[src/rtl/imem_loader.sv]
`default_nettype none
// +----------------------------------------------------------------------------+
// | Module      : imem_loader                                                  |
// | Description : Boot-time program loader. Receives a length-prefixed,        |
// |               XOR-checksummed byte stream over valid/ready, packs it into  |
// |               32-bit big-endian words, writes them to instruction memory   |
// |               and releases the processor reset only after a verified load. |
// | Revision    : 1.0 - initial release                                        |
// +----------------------------------------------------------------------------+
// Ports:
//   clk          : system clock, rising edge
//   reset        : synchronous, active-high reset
//   start        : one-cycle load request (ignored while busy)
//   in_data      : stream byte
//   in_valid     : in_data valid this cycle
//   in_ready     : loader accepts a byte this cycle
//   imem_we      : one-cycle write strobe per assembled word
//   imem_waddr   : word address of the write
//   imem_wdata   : word being written
//   cpu_reset    : processor reset, high until a verified image is in place
//   busy         : load in progress
//   done         : last load completed with a good checksum
//   error        : last load failed (length overflow or bad checksum)
//   words_loaded : words written in the current or last load
module imem_loader #(
  parameter int ADDR_W    = 8,
  parameter int MAX_WORDS = 256
) (
  input  logic              clk,
  input  logic              reset,
  input  logic              start,
  input  logic [7:0]        in_data,
  input  logic              in_valid,
  output logic              in_ready,
  output logic              imem_we,
  output logic [ADDR_W-1:0] imem_waddr,
  output logic [31:0]       imem_wdata,
  output logic              cpu_reset,
  output logic              busy,
  output logic              done,
  output logic              error,
  output logic [ADDR_W:0]   words_loaded
);

  localparam int          CNT_W   = ADDR_W + 1;
  localparam logic [16:0] MAX_LEN = 17'(MAX_WORDS);

  typedef enum logic [2:0] {
    S_IDLE   = 3'd0,
    S_LEN_HI = 3'd1,
    S_LEN_LO = 3'd2,
    S_DATA   = 3'd3,
    S_CHK    = 3'd4,
    S_DONE   = 3'd5,
    S_ERR    = 3'd6
  } state_t;

  state_t              state_q,     state_d;
  logic [7:0]          len_hi_q,    len_hi_d;
  logic [15:0]         len_q,       len_d;
  logic [1:0]          byte_cnt_q,  byte_cnt_d;
  logic [CNT_W-1:0]    word_cnt_q,  word_cnt_d;
  logic [7:0]          chk_q,       chk_d;
  logic [23:0]         shift_q,     shift_d;
  logic                we_q,        we_d;
  logic [ADDR_W-1:0]   waddr_q,     waddr_d;
  logic [31:0]         wdata_q,     wdata_d;
  logic                cpu_reset_q, cpu_reset_d;
  logic                busy_q,      busy_d;
  logic                done_q,      done_d;
  logic                error_q,     error_d;

  logic        accept;
  logic        all_written;
  logic [15:0] len_rx;

  // Once the last word has been issued the loader lingers one cycle in DATA
  // (the cycle its write strobe is high) with in_ready low, so the checksum
  // byte is only ever taken in CHK and the strobe never leaks past DATA.
  assign all_written = (16'(word_cnt_q) == len_q);
  assign len_rx      = {len_hi_q, in_data};

  always_comb begin
    in_ready = 1'b0;
    case (state_q)
      S_LEN_HI, S_LEN_LO, S_CHK: in_ready = 1'b1;
      S_DATA:                    in_ready = !all_written;
      default:                   in_ready = 1'b0;
    endcase
  end

  assign accept = in_valid && in_ready;

  always_comb begin
    state_d     = state_q;
    len_hi_d    = len_hi_q;
    len_d       = len_q;
    byte_cnt_d  = byte_cnt_q;
    word_cnt_d  = word_cnt_q;
    chk_d       = chk_q;
    shift_d     = shift_q;
    we_d        = 1'b0;
    waddr_d     = waddr_q;
    wdata_d     = wdata_q;
    cpu_reset_d = cpu_reset_q;
    busy_d      = busy_q;
    done_d      = done_q;
    error_d     = error_q;

    case (state_q)
      S_IDLE, S_DONE, S_ERR: begin
        if (start) begin
          state_d     = S_LEN_HI;
          busy_d      = 1'b1;
          done_d      = 1'b0;
          error_d     = 1'b0;
          cpu_reset_d = 1'b1;
          len_hi_d    = 8'd0;
          len_d       = 16'd0;
          byte_cnt_d  = 2'd0;
          word_cnt_d  = '0;
          chk_d       = 8'd0;
          shift_d     = 24'd0;
        end else if (state_q == S_DONE) begin
          // Registered release: low on the cycle after DONE is entered.
          cpu_reset_d = 1'b0;
        end
      end

      S_LEN_HI: begin
        if (accept) begin
          len_hi_d = in_data;
          chk_d    = chk_q ^ in_data;
          state_d  = S_LEN_LO;
        end
      end

      S_LEN_LO: begin
        if (accept) begin
          chk_d = chk_q ^ in_data;
          len_d = len_rx;
          if ({1'b0, len_rx} > MAX_LEN) begin
            // Rejected before any write can happen.
            state_d = S_ERR;
            error_d = 1'b1;
            busy_d  = 1'b0;
          end else if (len_rx == 16'd0) begin
            state_d = S_CHK;
          end else begin
            state_d = S_DATA;
          end
        end
      end

      S_DATA: begin
        if (all_written) begin
          state_d = S_CHK;
        end else if (accept) begin
          chk_d = chk_q ^ in_data;
          if (byte_cnt_q == 2'd3) begin
            we_d       = 1'b1;
            waddr_d    = word_cnt_q[ADDR_W-1:0];
            wdata_d    = {shift_q, in_data};
            word_cnt_d = word_cnt_q + CNT_W'(1);
            byte_cnt_d = 2'd0;
          end else begin
            shift_d    = {shift_q[15:0], in_data};
            byte_cnt_d = byte_cnt_q + 2'd1;
          end
        end
      end

      S_CHK: begin
        if (accept) begin
          busy_d = 1'b0;
          if (in_data == chk_q) begin
            state_d = S_DONE;
            done_d  = 1'b1;
          end else begin
            state_d = S_ERR;
            error_d = 1'b1;
          end
        end
      end

      default: state_d = S_IDLE;
    endcase
  end

  always_ff @(posedge clk) begin
    if (reset) begin
      state_q     <= S_IDLE;
      len_hi_q    <= 8'd0;
      len_q       <= 16'd0;
      byte_cnt_q  <= 2'd0;
      word_cnt_q  <= '0;
      chk_q       <= 8'd0;
      shift_q     <= 24'd0;
      we_q        <= 1'b0;
      waddr_q     <= '0;
      wdata_q     <= 32'd0;
      cpu_reset_q <= 1'b1;
      busy_q      <= 1'b0;
      done_q      <= 1'b0;
      error_q     <= 1'b0;
    end else begin
      state_q     <= state_d;
      len_hi_q    <= len_hi_d;
      len_q       <= len_d;
      byte_cnt_q  <= byte_cnt_d;
      word_cnt_q  <= word_cnt_d;
      chk_q       <= chk_d;
      shift_q     <= shift_d;
      we_q        <= we_d;
      waddr_q     <= waddr_d;
      wdata_q     <= wdata_d;
      cpu_reset_q <= cpu_reset_d;
      busy_q      <= busy_d;
      done_q      <= done_d;
      error_q     <= error_d;
    end
  end

  assign imem_we      = we_q;
  assign imem_waddr   = waddr_q;
  assign imem_wdata   = wdata_q;
  assign cpu_reset    = cpu_reset_q;
  assign busy         = busy_q;
  assign done         = done_q;
  assign error        = error_q;
  assign words_loaded = word_cnt_q;

endmodule
`default_nettype wire

[config.mk]
export PLATFORM = sky130hd
export DESIGN_NAME = imem_loader
export DESIGN_NICKNAME = d
export VERILOG_FILES = /design/src/rtl/imem_loader.sv
export SDC_FILE = /design/constraint.sdc
export NUM_CORES = 1
export LEC_CHECK = 0
export CORE_MARGIN = 2
export CORE_UTILIZATION = 50
export CTS_CLUSTER_DIAMETER = 50
export DETAILED_ROUTE_END_ITERATION = 12
export PLACE_DENSITY = 0.71
export SLEW_MARGIN = 20
export SYNTH_ARGS = -nofsm -noshare
export SYNTH_HDL_FRONTEND = slang
export SYNTH_SLANG_ARGS = --single-unit
[constraint.sdc]
create_clock -name clk -period 2.4 [get_ports clk]
set_input_delay 0.48 -clock clk [delete_from_list [all_inputs] [get_ports clk]]
set_output_delay 0.48 -clock clk [all_outputs]
set_load 0.02 [all_outputs]
==> impl_summary.log <==
[metrics] Yosys warnings: 0
[metrics] depth of the critical timing path with buffers and inverters included: 5
[metrics] Initial DRT Pass Iterations: 5
[metrics] Leak: 2.36 nW
[metrics] clock sinks: 115
[metrics] dominant combinational cell family by area after synthesis: compound AO/OA/AOI/OAI gates
[metrics] count of vias placed by the detailed router: 4807
[metrics] net count of the mapped netlist: 595
[metrics] number of placement rows: 36
[metrics] worst stage delay on the critical path: 0.53 ns
[metrics] via count of the first global-routing pass: 4518
[metrics] cell area after synthesis: 5070 um2
[metrics] most frequent cells in the layout: sky130_fd_sc_hd__dfxtp_1 (108), sky130_fd_sc_hd__a21oi_1 (79), sky130_fd_sc_hd__clkdlybuf4s50_1 (64)
[metrics] Port Buf Inserts: 66
[metrics] most common cell after layout, fill and taps aside: sky130_fd_sc_hd__dfxtp_1
[metrics] count of hold-fix buffers inserted at cts: 0
[metrics] final clock skew: 0.00810 ns
[metrics] FFs w/ async S/R, synth: 0%
[metrics] total global routing track utilization: 25.1%
[metrics] post-synthesis cell count: 581
[metrics] Die Ht: 105 um
[metrics] FF+latch count, synth: 115
[metrics] number of nets still failing antenna checks after routing: 0
[metrics] main flop type after synthesis: sky130_fd_sc_hd__dfxtp_1
[metrics] share of cell area taken by muxes after synthesis: 0.420%
[metrics] crit path capture type: output port
[metrics] number of instances on the worst hold path: 2
[metrics] pin count of the biggest net entering global routing: 46
[metrics] Overflow after GRT: 0
[metrics] worst r2r path cells: 5
[metrics] Area growth syn-to-layout: 31.6%
[metrics] setup repair after global routing missed its margin: yes
[metrics] share of synthesized area occupied by flip-flops and latches: 45.4%
[metrics] global-route wire length before repair: 22200 um
[metrics] cell at the root of the clock tree: sky130_fd_sc_hd__clkbuf_8
[metrics] weighted congestion at the end of routability-driven global placement: 0.871
[metrics] max-slew violation count: 0
[metrics] top-level port count: 67
[metrics] final-layout fill cell count: 836
[metrics] power consumption: 6.06 mW
[metrics] worst-case clock buffer depth: 2
[metrics] Antenna diodes: 0
[metrics] floorplan die area: 11000 um2
[metrics] post-layout worst setup margin: -0.148 ns
[metrics] Distinct cells, synth: 56
[metrics] Design Area, Final: 6670 um2
[metrics] fraction of layout cells with a size suffix above 1: 16.6%
[metrics] critical path cell sequence: nor4_4 -> nand4_2 -> or4_4 -> a21boi_4 -> buf_6
[metrics] initial core utilization: 51.6%
[metrics] simple-gate share of the synthesized area: 20.5%
[metrics] TritonCTS clock tree: done
[metrics] final setup vio count: 1
[metrics] detail-routed via count per cell: 5.96
[metrics] number of antenna violations at the first check in global routing: 0
[metrics] final net count: 674
[metrics] max-slew headroom at the worst pin: 30.6%
[metrics] number of max-cap violations: 0
[metrics] deepest level of the CTS H-tree: 4
[metrics] Total Wirelength: 13700 um
[metrics] total cell area at the placement stage: 5990 um2
[metrics] residual DRC count: 0
[metrics] post-route clock period utilization: 106%
[metrics] total placed cells including tap cells: 771
[metrics] VDD IR-drop max: 0.000701 V
[metrics] Post-Synthesis Mean Instance Area: 8.72 um2
[metrics] clock latency on the worst-skew pair: 0.51 ns
[metrics] die width: 105 um
[metrics] CP arrival: 2.07 ns
[metrics] result of the run: finished with violations
[metrics] crit path max fanout: 2
[metrics] Core Region: 9820 um2
[metrics] violated checks: negative setup slack
[metrics] area share of fa/ha/maj cells after synthesis: 0.494%
[metrics] Compound-Gate Fraction of Synth Area: 24.1%
[metrics] DPL Wire Length: 9270 um
[metrics] number of buffers added by the clock tree synthesis step: 17
[metrics] sum of buffers and inverters on the critical path: 1
[metrics] average wire length per cell after detail routing: 17.0 um
[metrics] clock transition time at the flip-flop clock pins of the worst setup and hold paths: 0.06 ns
[metrics] post-synthesis share of cell area spent on xor and xnor gates: 2.94%
[metrics] final count of hold timing violations: 0
[metrics] element type at the critical path start: flip-flop
[metrics] worst hold path type: input pin to flip-flop
[metrics] post-route non-filler standard cell count: 806
[metrics] worst path required time: 1.92 ns
[metrics] maximum achievable frequency: 393 MHz
[metrics] cell area power density: 909 nW/um2
[metrics] Worst Path Class, Setup: flip-flop to output port
[metrics] transition at the pin with the smallest max-transition slack: 1.03 ns
[metrics] DRT iter0 DRCs: 272
[metrics] number of flops mapped to enable cells by yosys: 0
[metrics] slowest stage cell, crit path: sky130_fd_sc_hd__or4_4
[metrics] hold_ws: 0.304 ns
[metrics] time the final worst path needs with I/O delays and setup: 2.55 ns
[metrics] critical path's top delay family: simple AND/OR/NAND/NOR gates
==> cell type report <==
class                   count  area, um2  area share (%)
clock buffers              18        428            6.42
clock inverters            14        166            2.50
inverters                  10       37.5           0.563
multi-input cells         401       2510            37.6
flip-flops and latches    115       2310            34.7
well taps                 133        166            2.50
repair buffers            115       1050            15.7
==> flip-flops by register name, indices dropped and copies added, names as in the netlist <==
name	flops
busy	1
byte_cnt_q	2
chk_q	8
cpu_reset	1
done	1
error	1
imem_waddr	8
imem_wdata	32
imem_we	1
len_hi_q	8
len_q	16
shift_q	24
state_q	3
words_loaded	9
==> report_power, final <==
part | internal (mW) | switching (mW)
clock | 1.54 | 0.951
combinational | 0.634 | 0.872
sequential | 2.00 | 0.0703
total | 4.17 | 1.89
==> path summary, 6_finish.rpt <==
check | slack [ns] | endpoint | start
setup / recovery | -0.15 | in_ready | len_q[12]$_SDFFE_PP0P_
hold / removal | 0.30 | len_q[1]$_SDFFE_PP0P_ | reset
setup reg to reg | 0.24 | shift_q[22]$_SDFFE_PP0P_ | state_q[1]$_SDFFE_PP0P_
hold reg to reg | 0.44 | cpu_reset$_SDFFE_PP1P_ | cpu_reset$_SDFFE_PP1P_
==> cells in the mapped netlist (2+ instances only) <==
cell type | instances | area [um2]
sky130_fd_sc_hd__o41ai_1 | 3 | 26.3
sky130_fd_sc_hd__inv_1 | 9 | 33.8
sky130_fd_sc_hd__o32ai_1 | 5 | 43.8
sky130_fd_sc_hd__nor3b_1 | 4 | 30.0
sky130_fd_sc_hd__and3_1 | 7 | 43.8
sky130_fd_sc_hd__o21ai_1 | 25 | 125
sky130_fd_sc_hd__buf_4 | 2 | 15.0
sky130_fd_sc_hd__nand2_1 | 48 | 180
sky130_fd_sc_hd__o31ai_1 | 3 | 22.5
sky130_fd_sc_hd__o31a_1 | 2 | 17.5
sky130_fd_sc_hd__a22oi_1 | 2 | 15.0
sky130_fd_sc_hd__nor3_2 | 4 | 40.0
sky130_fd_sc_hd__xor2_1 | 5 | 43.8
sky130_fd_sc_hd__and4_1 | 2 | 17.5
sky130_fd_sc_hd__nor3_1 | 6 | 30.0
sky130_fd_sc_hd__dfxtp_1 | 115 | 2300
sky130_fd_sc_hd__nand2b_1 | 2 | 12.5
sky130_fd_sc_hd__xnor2_1 | 12 | 105
sky130_fd_sc_hd__nand3_1 | 54 | 270
sky130_fd_sc_hd__a21oi_1 | 79 | 395
sky130_fd_sc_hd__buf_2 | 16 | 80.1
sky130_fd_sc_hd__a22o_1 | 32 | 280
sky130_fd_sc_hd__a31oi_1 | 4 | 25.0
sky130_fd_sc_hd__nor2_1 | 13 | 48.8
sky130_fd_sc_hd__or2_2 | 2 | 12.5
sky130_fd_sc_hd__nand3b_1 | 24 | 180
sky130_fd_sc_hd__o311ai_0 | 2 | 17.5
sky130_fd_sc_hd__a2bb2oi_1 | 2 | 17.5
sky130_fd_sc_hd__o21ai_0 | 21 | 105
sky130_fd_sc_hd__nand4_1 | 4 | 25.0
sky130_fd_sc_hd__clkbuf_1 | 26 | 97.6
sky130_fd_sc_hd__nor2b_1 | 5 | 31.3
sky130_fd_sc_hd__ha_1 | 2 | 25.0
sky130_fd_sc_hd__nor4_1 | 5 | 31.3
sky130_fd_sc_hd__nand4_2 | 2 | 25.0
sky130_fd_sc_hd__buf_1 | 6 | 22.5
sky130_fd_sc_hd__buf_6 | 5 | 56.3
sky130_fd_sc_hd__or4_1 | 3 | 22.5
==> per-layer routing <==
metal / vias to the layer above / track usage (%) / part of all wire [%]
met3: 23 / 4.99 / 6.0
met1: 2309 / 32.1 / 43
met4: 0 / 8.10 / 1.8
met2: 183 / 42.5 / 49
met5: - / 0 / 0
li1: 2292 / - / -
==> cell families (layout without fill, tap and decap cells) <==
logic type	count (synthesis)	in the layout
compound gates	192	192
simple gates	188	188
flops	115	115
buf+inv	65	157
xor+xnor	17	17
fa+ha+maj	2	2
mux	2	2
==> stage by stage <==
step | setup slack [ns] | utilization, % | setup TNS, ns
global placement | -0.149 | 61.0 | -0.149
global route | -0.236 | 67.9 | -0.236
CTS | -0.139 | 67.5 | -0.139
finish | -0.148 | 67.9 | -0.148
floorplan | 0.158 | - | 0
detailed placement | -0.147 | 61.0 | -0.156
==> timing repair <==
action,in CTS,in global routing
pin swaps,8,3
endpoints found under the setup margin,1,37
gates resized for setup,19,5
hold endpoints to repair,0,0
setup buffers,0,3
cloned,0,0
No activity file was read; power rests on OpenSTA's default activity.
